## src/rtl/ace_snoop_initiator.sv

```systemverilog
// rtl/ace_snoop_initiator.sv - ACE snoop master sweeping an address range one cache line at a time
//
// Purpose: issues one AC snoop per cache line across [base, base+size), accepts the CR
// response and any CD data burst, and reports counts, worst-case AC->CR latency and
// sticky protocol errors.
//
// Ports:
//   ace_aclk, ace_areset                                  clock, synchronous active-high reset
//   i_start, i_acsnoop, i_base_addr, i_addr_size, i_timeout   sequence setup, latched on i_start
//   o_acvalid, i_acready, o_acaddr, o_acsnoop, o_acprot   AC channel
//   i_crvalid, o_crready, i_crresp                        CR channel
//   i_cdvalid, o_cdready, i_cddata, i_cdlast              CD channel
//   o_busy, o_done                                        sequence status
//   o_snoop_count, o_data_count, o_max_latency            statistics
//   o_err_timeout, o_err_cdlast, o_err_crresp             sticky errors
//   o_checksum                                            XOR of accepted CD beats
//
// Build option: ACE_SNOOP_INIT_CHECKSUM_EN builds the CD checksum accumulator;
// without it o_checksum is tied to zero.

module ace_snoop_initiator #(
   parameter int C_ACE_ADDR_WIDTH = 44,
   parameter int C_ACE_DATA_WIDTH = 128,
   parameter int LINE_BYTES       = 64,
   parameter int CNT_WIDTH        = 16
) (
   input  logic                        ace_aclk,
   input  logic                        ace_areset,
   input  logic                        i_start,
   input  logic [3:0]                  i_acsnoop,
   input  logic [C_ACE_ADDR_WIDTH-1:0] i_base_addr,
   input  logic [31:0]                 i_addr_size,
   input  logic [31:0]                 i_timeout,
   output logic                        o_acvalid,
   input  logic                        i_acready,
   output logic [C_ACE_ADDR_WIDTH-1:0] o_acaddr,
   output logic [3:0]                  o_acsnoop,
   output logic [2:0]                  o_acprot,
   input  logic                        i_crvalid,
   output logic                        o_crready,
   input  logic [4:0]                  i_crresp,
   input  logic                        i_cdvalid,
   output logic                        o_cdready,
   input  logic [C_ACE_DATA_WIDTH-1:0] i_cddata,
   input  logic                        i_cdlast,
   output logic                        o_busy,
   output logic                        o_done,
   output logic [CNT_WIDTH-1:0]        o_snoop_count,
   output logic [CNT_WIDTH-1:0]        o_data_count,
   output logic [31:0]                 o_max_latency,
   output logic                        o_err_timeout,
   output logic                        o_err_cdlast,
   output logic                        o_err_crresp,
   output logic [C_ACE_DATA_WIDTH-1:0] o_checksum
);

   localparam int AW     = C_ACE_ADDR_WIDTH;
   localparam int BEATS  = LINE_BYTES * 8 / C_ACE_DATA_WIDTH;
   localparam int BEAT_W = (BEATS > 1) ? $clog2(BEATS) : 1;

   typedef enum logic [2:0] {S_IDLE, S_AC_REQ, S_CR_WAIT, S_CD_WAIT, S_NEXT, S_ERR} state_t;

   state_t               r_state, w_next;
   logic                 r_acvalid, r_crready, r_cdready, r_busy, r_done;
   logic [2:0]           r_acprot;
   logic [AW-1:0]        r_addr;
   logic [3:0]           r_acsnoop;
   logic [CNT_WIDTH-1:0] r_snoop_count, r_data_count;
   logic [31:0]          r_max_latency, r_timeout, r_wait;
   logic                 r_err_timeout, r_err_cdlast, r_err_crresp;
   logic [32:0]          r_nlines, r_line_cnt;
   logic [BEAT_W-1:0]    r_beat;

   logic        w_ac_hs, w_cr_hs, w_cd_hs, w_tmo, w_last_beat, w_burst_end, w_last_line;
   logic [32:0] w_nlines;
   logic [31:0] w_lat;
   logic        w_unused_crresp;

   // 33-bit sum so a size near 2^32 cannot overflow the round-up.
   assign w_nlines    = ({1'b0, i_addr_size} + 33'(LINE_BYTES - 1)) / 33'(LINE_BYTES);
   assign w_ac_hs     = r_acvalid & i_acready;
   assign w_cr_hs     = r_crready & i_crvalid;
   assign w_cd_hs     = r_cdready & i_cdvalid;
   // r_wait counts cycles already spent in the state; this is the cycle it reaches the limit.
   assign w_tmo       = (r_timeout != 32'd0) && (r_wait + 32'd1 == r_timeout);
   assign w_last_beat = (r_beat == BEAT_W'(BEATS - 1));
   assign w_burst_end = w_cd_hs && (i_cdlast || w_last_beat);
   assign w_last_line = (r_line_cnt + 33'd1 == r_nlines);
   assign w_lat       = r_wait + 32'd1;
   assign w_unused_crresp = ^i_crresp[4:2];

   always_comb begin
      w_next = r_state;
      case (r_state)
         S_IDLE:    if (i_start && w_nlines != 33'd0) w_next = S_AC_REQ;
         S_AC_REQ:  if (w_ac_hs) w_next = S_CR_WAIT;
         S_CR_WAIT: begin
            if (w_cr_hs)    w_next = i_crresp[0] ? S_CD_WAIT : S_NEXT;
            else if (w_tmo) w_next = S_ERR;
         end
         S_CD_WAIT: begin
            if (w_burst_end) w_next = S_NEXT;
            else if (w_tmo)  w_next = S_ERR;
         end
         S_NEXT:    w_next = w_last_line ? S_IDLE : S_AC_REQ;
         S_ERR:     w_next = S_IDLE;
         default:   w_next = S_IDLE;
      endcase
   end

   always_ff @(posedge ace_aclk) begin
      if (ace_areset) begin
         r_state       <= S_IDLE;
         r_acvalid     <= 1'b0;
         r_acprot      <= 3'b000;
         r_crready     <= 1'b0;
         r_cdready     <= 1'b0;
         r_busy        <= 1'b0;
         r_done        <= 1'b0;
         r_addr        <= '0;
         r_acsnoop     <= 4'd0;
         r_snoop_count <= '0;
         r_data_count  <= '0;
         r_max_latency <= 32'd0;
         r_timeout     <= 32'd0;
         r_wait        <= 32'd0;
         r_err_timeout <= 1'b0;
         r_err_cdlast  <= 1'b0;
         r_err_crresp  <= 1'b0;
         r_nlines      <= 33'd0;
         r_line_cnt    <= 33'd0;
         r_beat        <= '0;
      end else begin
         r_state   <= w_next;
         // Handshake outputs are registered copies of the next-state decode.
         r_acvalid <= (w_next == S_AC_REQ);
         r_acprot  <= (w_next == S_AC_REQ) ? 3'b010 : 3'b000;
         r_crready <= (w_next == S_CR_WAIT);
         r_cdready <= (w_next == S_CD_WAIT);
         r_busy    <= (w_next == S_AC_REQ) || (w_next == S_CR_WAIT) ||
                      (w_next == S_CD_WAIT) || (w_next == S_NEXT);
         r_done    <= 1'b0;
         case (r_state)
            S_IDLE: if (i_start) begin
               r_addr        <= i_base_addr & ~AW'(LINE_BYTES - 1);
               r_acsnoop     <= i_acsnoop;
               r_timeout     <= i_timeout;
               r_nlines      <= w_nlines;
               r_line_cnt    <= 33'd0;
               r_snoop_count <= '0;
               r_data_count  <= '0;
               r_max_latency <= 32'd0;
               r_err_timeout <= 1'b0;
               r_err_cdlast  <= 1'b0;
               r_err_crresp  <= 1'b0;
               r_done        <= (w_nlines == 33'd0);
            end
            S_AC_REQ: if (w_ac_hs) r_wait <= 32'd0;
            S_CR_WAIT: begin
               r_wait <= r_wait + 32'd1;
               if (w_cr_hs) begin
                  if (r_snoop_count != '1) r_snoop_count <= r_snoop_count + CNT_WIDTH'(1);
                  if (w_lat > r_max_latency) r_max_latency <= w_lat;
                  if (i_crresp[1]) r_err_crresp <= 1'b1;
                  r_wait <= 32'd0;
                  r_beat <= '0;
               end else if (w_tmo) begin
                  r_err_timeout <= 1'b1;
               end
            end
            S_CD_WAIT: begin
               r_wait <= r_wait + 32'd1;
               if (w_cd_hs) begin
                  if (r_data_count != '1) r_data_count <= r_data_count + CNT_WIDTH'(1);
                  r_beat <= r_beat + BEAT_W'(1);
                  // cdlast must coincide exactly with the final beat of the line.
                  if (i_cdlast != w_last_beat) r_err_cdlast <= 1'b1;
               end
               if (!w_burst_end && w_tmo) r_err_timeout <= 1'b1;
            end
            S_NEXT: begin
               r_addr     <= r_addr + AW'(LINE_BYTES);
               r_line_cnt <= r_line_cnt + 33'd1;
               r_done     <= w_last_line;
            end
            default: ;
         endcase
      end
   end

`ifdef ACE_SNOOP_INIT_CHECKSUM_EN
   logic [C_ACE_DATA_WIDTH-1:0] r_checksum;
   always_ff @(posedge ace_aclk) begin
      if (ace_areset)                     r_checksum <= '0;
      else if (r_state == S_IDLE && i_start) r_checksum <= '0;
      else if (w_cd_hs)                   r_checksum <= r_checksum ^ i_cddata;
   end
   assign o_checksum = r_checksum;
`else
   logic w_unused_cddata;
   assign w_unused_cddata = ^i_cddata;
   assign o_checksum      = '0;
`endif

   assign o_acvalid     = r_acvalid;
   assign o_acaddr      = r_addr;
   assign o_acsnoop     = r_acsnoop;
   assign o_acprot      = r_acprot;
   assign o_crready     = r_crready;
   assign o_cdready     = r_cdready;
   assign o_busy        = r_busy;
   assign o_done        = r_done;
   assign o_snoop_count = r_snoop_count;
   assign o_data_count  = r_data_count;
   assign o_max_latency = r_max_latency;
   assign o_err_timeout = r_err_timeout;
   assign o_err_cdlast  = r_err_cdlast;
   assign o_err_crresp  = r_err_crresp;

endmodule

```

## config.mk

```make
export PLATFORM = sky130hd
export DESIGN_NAME = ace_snoop_initiator
export DESIGN_NICKNAME = d
export VERILOG_FILES = /design/src/rtl/ace_snoop_initiator.sv
export SDC_FILE = /design/constraint.sdc
export NUM_CORES = 1
export LEC_CHECK = 0
export ABC_AREA = 1
export CAP_MARGIN = 15
export CORE_ASPECT_RATIO = 1.2
export CORE_MARGIN = 1.5
export CORE_UTILIZATION = 30
export CTS_CLUSTER_DIAMETER = 150
export DETAILED_ROUTE_END_ITERATION = 7
export DONT_BUFFER_PORTS = 1
export GPL_TIMING_DRIVEN = 0
export HOLD_SLACK_MARGIN = 0.12
export PLACE_DENSITY = 0.54
export SLEW_MARGIN = 15
export SYNTH_ARGS = -nofsm -noshare
export SYNTH_HDL_FRONTEND = slang
export SYNTH_SLANG_ARGS = --single-unit
```

## constraint.sdc

```tcl
create_clock -name ace_aclk -period 3 [get_ports ace_aclk]
set_input_delay 0.3 -clock ace_aclk [delete_from_list [all_inputs] [get_ports ace_aclk]]
set_output_delay 0.3 -clock ace_aclk [all_outputs]
set_load 0.01 [all_outputs]
```

==> results.txt <==
- Including well taps, the total number of placed cells is 3475.
* Total power density per cell area: 423 nW/um^2
- Setup repair after global routing missed its margin: true
* Total congestion overflow after global routing: 0
- Xor/xnor share of the synthesized area: 3.13%
- After detailed placement, the total cell area comes to 17700 um^2.
- Global routing used 22.1% of the available tracks across all layers.
- Worst Path Class, Setup: register to register
- Summed over all cells, the static leakage comes to 9.14 nW.
* Final Slew Violations: 0
* Required time reported for the critical path endpoint: 3470 ps
- Clock-pin slew reported for the worst setup and hold paths after clock tree synthesis: 60 ps
* Core Region: 53800 um^2
- Effective utilization at floorplan: 30.4%
- Headroom to the max-slew limit came out at 36.5%.
- Summing the areas of all and, or, nand and nor instances in the mapped netlist gives 35.9% of the synthesized area.
- In this run the worst path has a maximum fanout of 7.
* Hold-critical path depth: 5
- Total net switching power: 0.00275 W
* Max cap viols: 0
- Post-route DRC violation count: 0
- Number of clock sinks: 243
- DR WL/cell: 17.4 um
- By instance count, the leading cell after synthesis is sky130_fd_sc_hd__nand2_1.
- Yosys mapped a number of flops with a built-in enable equal to 0.
* Drt initial violations: 1156
* Cells taking the most area after synthesis: sky130_fd_sc_hd__dfxtp_1 (30%), sky130_fd_sc_hd__nand2_1 (18%), sky130_fd_sc_hd__inv_1 (7.1%)
- Fin worst setup slack: -347 ps
- Maximum clock insertion buffer count: 3
- Growth of design area from synthesis to finish: 29.9%
* Hold Path Class: primary input to register
- Fin Clk Skew: 13.5 ps
* Largest family of logic cells by synthesized area: simple AND/OR/NAND/NOR gates
* Non-filler cells in the finished layout: 3693
- Final wirelength: 64300 um
- Input/output buffers: 0
* Combinational power share: 18.4%
- The biggest area contributor in the post-synthesis netlist is sky130_fd_sc_hd__dfxtp_1.
- Height of the die: 259 um
* Proportion of power drawn by flip-flops and latches: 39.9%
- The via count of the first global-routing pass is 16300.
- Mux contribution to synthesized area: 0%
* Share of Yosys cell area claimed by the top area cell type: 29.8%
* Post-layout min period: 3350 ps
* Max Clock Freq: 299 MHz
- Detailed placement finished with a half-perimeter wire length of 49200 um.
- Pre-CTS setup slack: -1330 ps
* Residual antenna-violating net count after detailed routing: 0
- Count of different cell masters after synthesis: 49
* Post-layout nets: 3248
* Proportion of layout cells with a drive suffix above 1: 16.4%
- The synthesized netlist devotes 2.99% of its cell area to adder and majority cells.
* Number of antenna violations at the first check in global routing: 4
- Entering global routing, the biggest net connects 16 pins.
- The first global-routing pass estimated 95800 um of wire.
- Post-DR vias/cell: 4.75
- Clock network fraction of total power: 41.6%
- Number of storage elements in the synthesis netlist: 243
- Switch share: 30.7%
- Routed via count: 17500
- H-tree level count: 1
- CTS tree: yes
- Fraction of the mapped netlist area in compound gates: 13.0%
- At the pin with the least slew margin, the transition time is 953 ps.
- CTS Root Buffer Type: sky130_fd_sc_hd__clkbuf_16
* Mapped Cells: 2628
- The mapped netlist covers 16300 um^2.
- Across the VDD grid, the largest voltage drop is 0.000389 V.
* Ys Warns: 0
- Power Internal: 0.00621 W
- Measured in cells, the most critical reg-to-reg path has a length of 23.
- The later pin in the worst-skew pair is clocked with a latency of 590 ps.
- Data arrival time of the critical path: 3810 ps
* Kind of end point of the critical path: register
- Fraction of the yosys area taken by sequential cells: 29.8%
- Top Ports: 503
- Setup violations remaining at the end of the flow were counted as 32.
* Final Hold Fails: 0
- Count of filler cells inserted in the layout: 5855
- Counting flops with an async set or reset pin after synthesis yields a share of 0%.
* Number of detailed-routing iterations run before antenna repair: 5
- Each instance of the synthesized netlist takes up on average 6.21 um^2.
* Outcome: complete, but fails checks
- Sorting the synthesized cells by how often they occur yields sky130_fd_sc_hd__nand2_1 (765), sky130_fd_sc_hd__inv_1 (309), sky130_fd_sc_hd__nor2_1 (272).
- The floorplan step defined a die boundary enclosing 55800 um^2.
- The finished cells cover 21200 um^2.
- Most used DFF post-synth: sky130_fd_sc_hd__dfxtp_1
- TritonCTS Buffers: 30
- Startpoint Class: register
- Violations in the final reports: setup timing
* Final Wtd Congestion: 0.949
- Number of placement rows: 93
- Die boundary width: 216 um
- Dividing the final minimum period by the clock period gives 112%.
[area by class of cell]
type / instances / area [um^2] / area share (%)
clock buffer: 44 / 883 / 4.17
inverter: 317 / 1200 / 5.67
timing repair buffer: 161 / 1580 / 7.45
multi-input combinational: 1998 / 10300 / 48.4
sequential: 243 / 4910 / 23.2
buffer: 206 / 1350 / 6.38
clock inverter: 10 / 115 / 0.543
tap: 712 / 891 / 4.20
antenna: 2 / 5.00 / 0.0236
[sequential cells by signal, indices dropped and copies added (netlist names)]
register	count
o_acaddr	38
o_acprot	1
o_acsnoop	4
o_busy	1
o_cdready	1
o_crready	1
o_data_count	16
o_done	1
o_err_cdlast	1
o_err_crresp	1
o_err_timeout	1
o_max_latency	32
o_snoop_count	16
r_beat	2
r_line_cnt	33
r_nlines	27
r_state	3
r_timeout	32
r_wait	32
[per-layer routing]
layer  GRT usage, %  wire, um  up-vias
met5              0        13        -
met1           25.4     25700     8015
met3           3.53      3760      137
met2           40.2     32100      548
met4           9.43      2740        2
li1               -         -     8843
[path summary, 6_finish.rpt]
| path | start | endpoint | slack, ps |
|---|---|---|---|
| max reg2reg | r_wait[0]$_SDFFE_PP0P_ | o_max_latency[2]$_SDFFE_PP0P_ | -350 |
| min reg2reg | r_beat[1]$_SDFFE_PP0P_ | r_beat[1]$_SDFFE_PP0P_ | 480 |
| min | i_addr_size[16] | r_nlines[10]$_SDFFE_PP0P_ | 150 |
| max | r_wait[0]$_SDFFE_PP0P_ | o_max_latency[2]$_SDFFE_PP0P_ | -350 |
[through the flow]
step	total power [W]	hold WS, ps	utilization [%]	setup TNS (ps)
global route	0.00934	182	39.4	-13170
CTS	0.00892	135	38.2	-11210
detailed placement	0.00497	453	33.0	-41220
finish	0.00897	146	39.4	-9140
floorplan	0.00451	433	-	0
global placement	0.00497	451	33.0	-39930
[logic make-up (layout without fill, tap and decap cells)]
logic type | after synthesis | after routing
compound gates | 393 | 393
xor+xnor | 52 | 52
fa+ha+maj | 39 | 39
buf+inv | 523 | 738
flops | 243 | 243
other cells | 1 | 138
simple gates | 1377 | 1378
[critical path, cell delays in order (launching register included)]
cell and delay, ps:
sky130_fd_sc_hd__dfxtp_4 390, sky130_fd_sc_hd__clkinvlp_4 120, sky130_fd_sc_hd__nor2_4 140, sky130_fd_sc_hd__buf_12 140
sky130_fd_sc_hd__nand2_4 80, sky130_fd_sc_hd__nor2_8 180, sky130_fd_sc_hd__buf_6 140, sky130_fd_sc_hd__nand2_1 60
sky130_fd_sc_hd__nand2_2 70, sky130_fd_sc_hd__nand2_2 90, sky130_fd_sc_hd__ha_4 280, sky130_fd_sc_hd__nand2_1 80
sky130_fd_sc_hd__nor2_2 110, sky130_fd_sc_hd__a211oi_2 60, sky130_fd_sc_hd__o211ai_1 250, sky130_fd_sc_hd__a21oi_2 110
sky130_fd_sc_hd__o21ai_4 80, sky130_fd_sc_hd__o311ai_4 120, sky130_fd_sc_hd__nand2_2 120, sky130_fd_sc_hd__clkinv_4 150
sky130_fd_sc_hd__buf_12 170, sky130_fd_sc_hd__buf_16 130, sky130_fd_sc_hd__a21oi_2 100, sky130_fd_sc_hd__nor2_1 50
[cells in the final DEF, fill, tap and decap left out, drive strengths merged, types with 4 or more instances in the layout]
cell | synthesis | final
o211ai | 14 | 14
dfxtp | 243 | 243
xnor3 | 4 | 4
a21oi | 224 | 224
nor4 | 12 | 12
a31oi | 15 | 15
nor3 | 36 | 36
nand2 | 780 | 780
clkinv | 0 | 9
clkbuf | 60 | 105
o21a | 6 | 6
nand4 | 36 | 36
xor2 | 36 | 36
nand3 | 192 | 192
nand3b | 11 | 11
o21bai | 5 | 5
dlygate4sd3 | 0 | 101
xnor2 | 12 | 12
buf | 146 | 205
inv | 317 | 315
ha | 39 | 39
or2 | 5 | 5
nor2 | 300 | 301
conb | 1 | 136
a211oi | 8 | 8
o21ai | 110 | 110
[power by group through the flow]
| stage | Sequential (W) | Combinational (W) | Clock, W |
|---|---|---|---|
| after detailed placement | 0.00365 | 0.00132 | 0 |
| after global routing | 0.00360 | 0.00181 | 0.00393 |
| after floorplan | 0.00357 | 0.000941 | 0 |
| final | 0.00358 | 0.00165 | 0.00373 |
| after global placement | 0.00365 | 0.00131 | 0 |
| after CTS | 0.00358 | 0.00154 | 0.00379 |
[timing repair]
item,4_1_cts,5_1_grt
setup buffers,41,21
hold buffers,101,0
endpoints found under the setup margin,69,95
resized for setup,136,129
cloned,1,2
hold endpoints to repair,100,0
pin swaps,17,54
No activity file was read; power rests on OpenSTA's default activity.
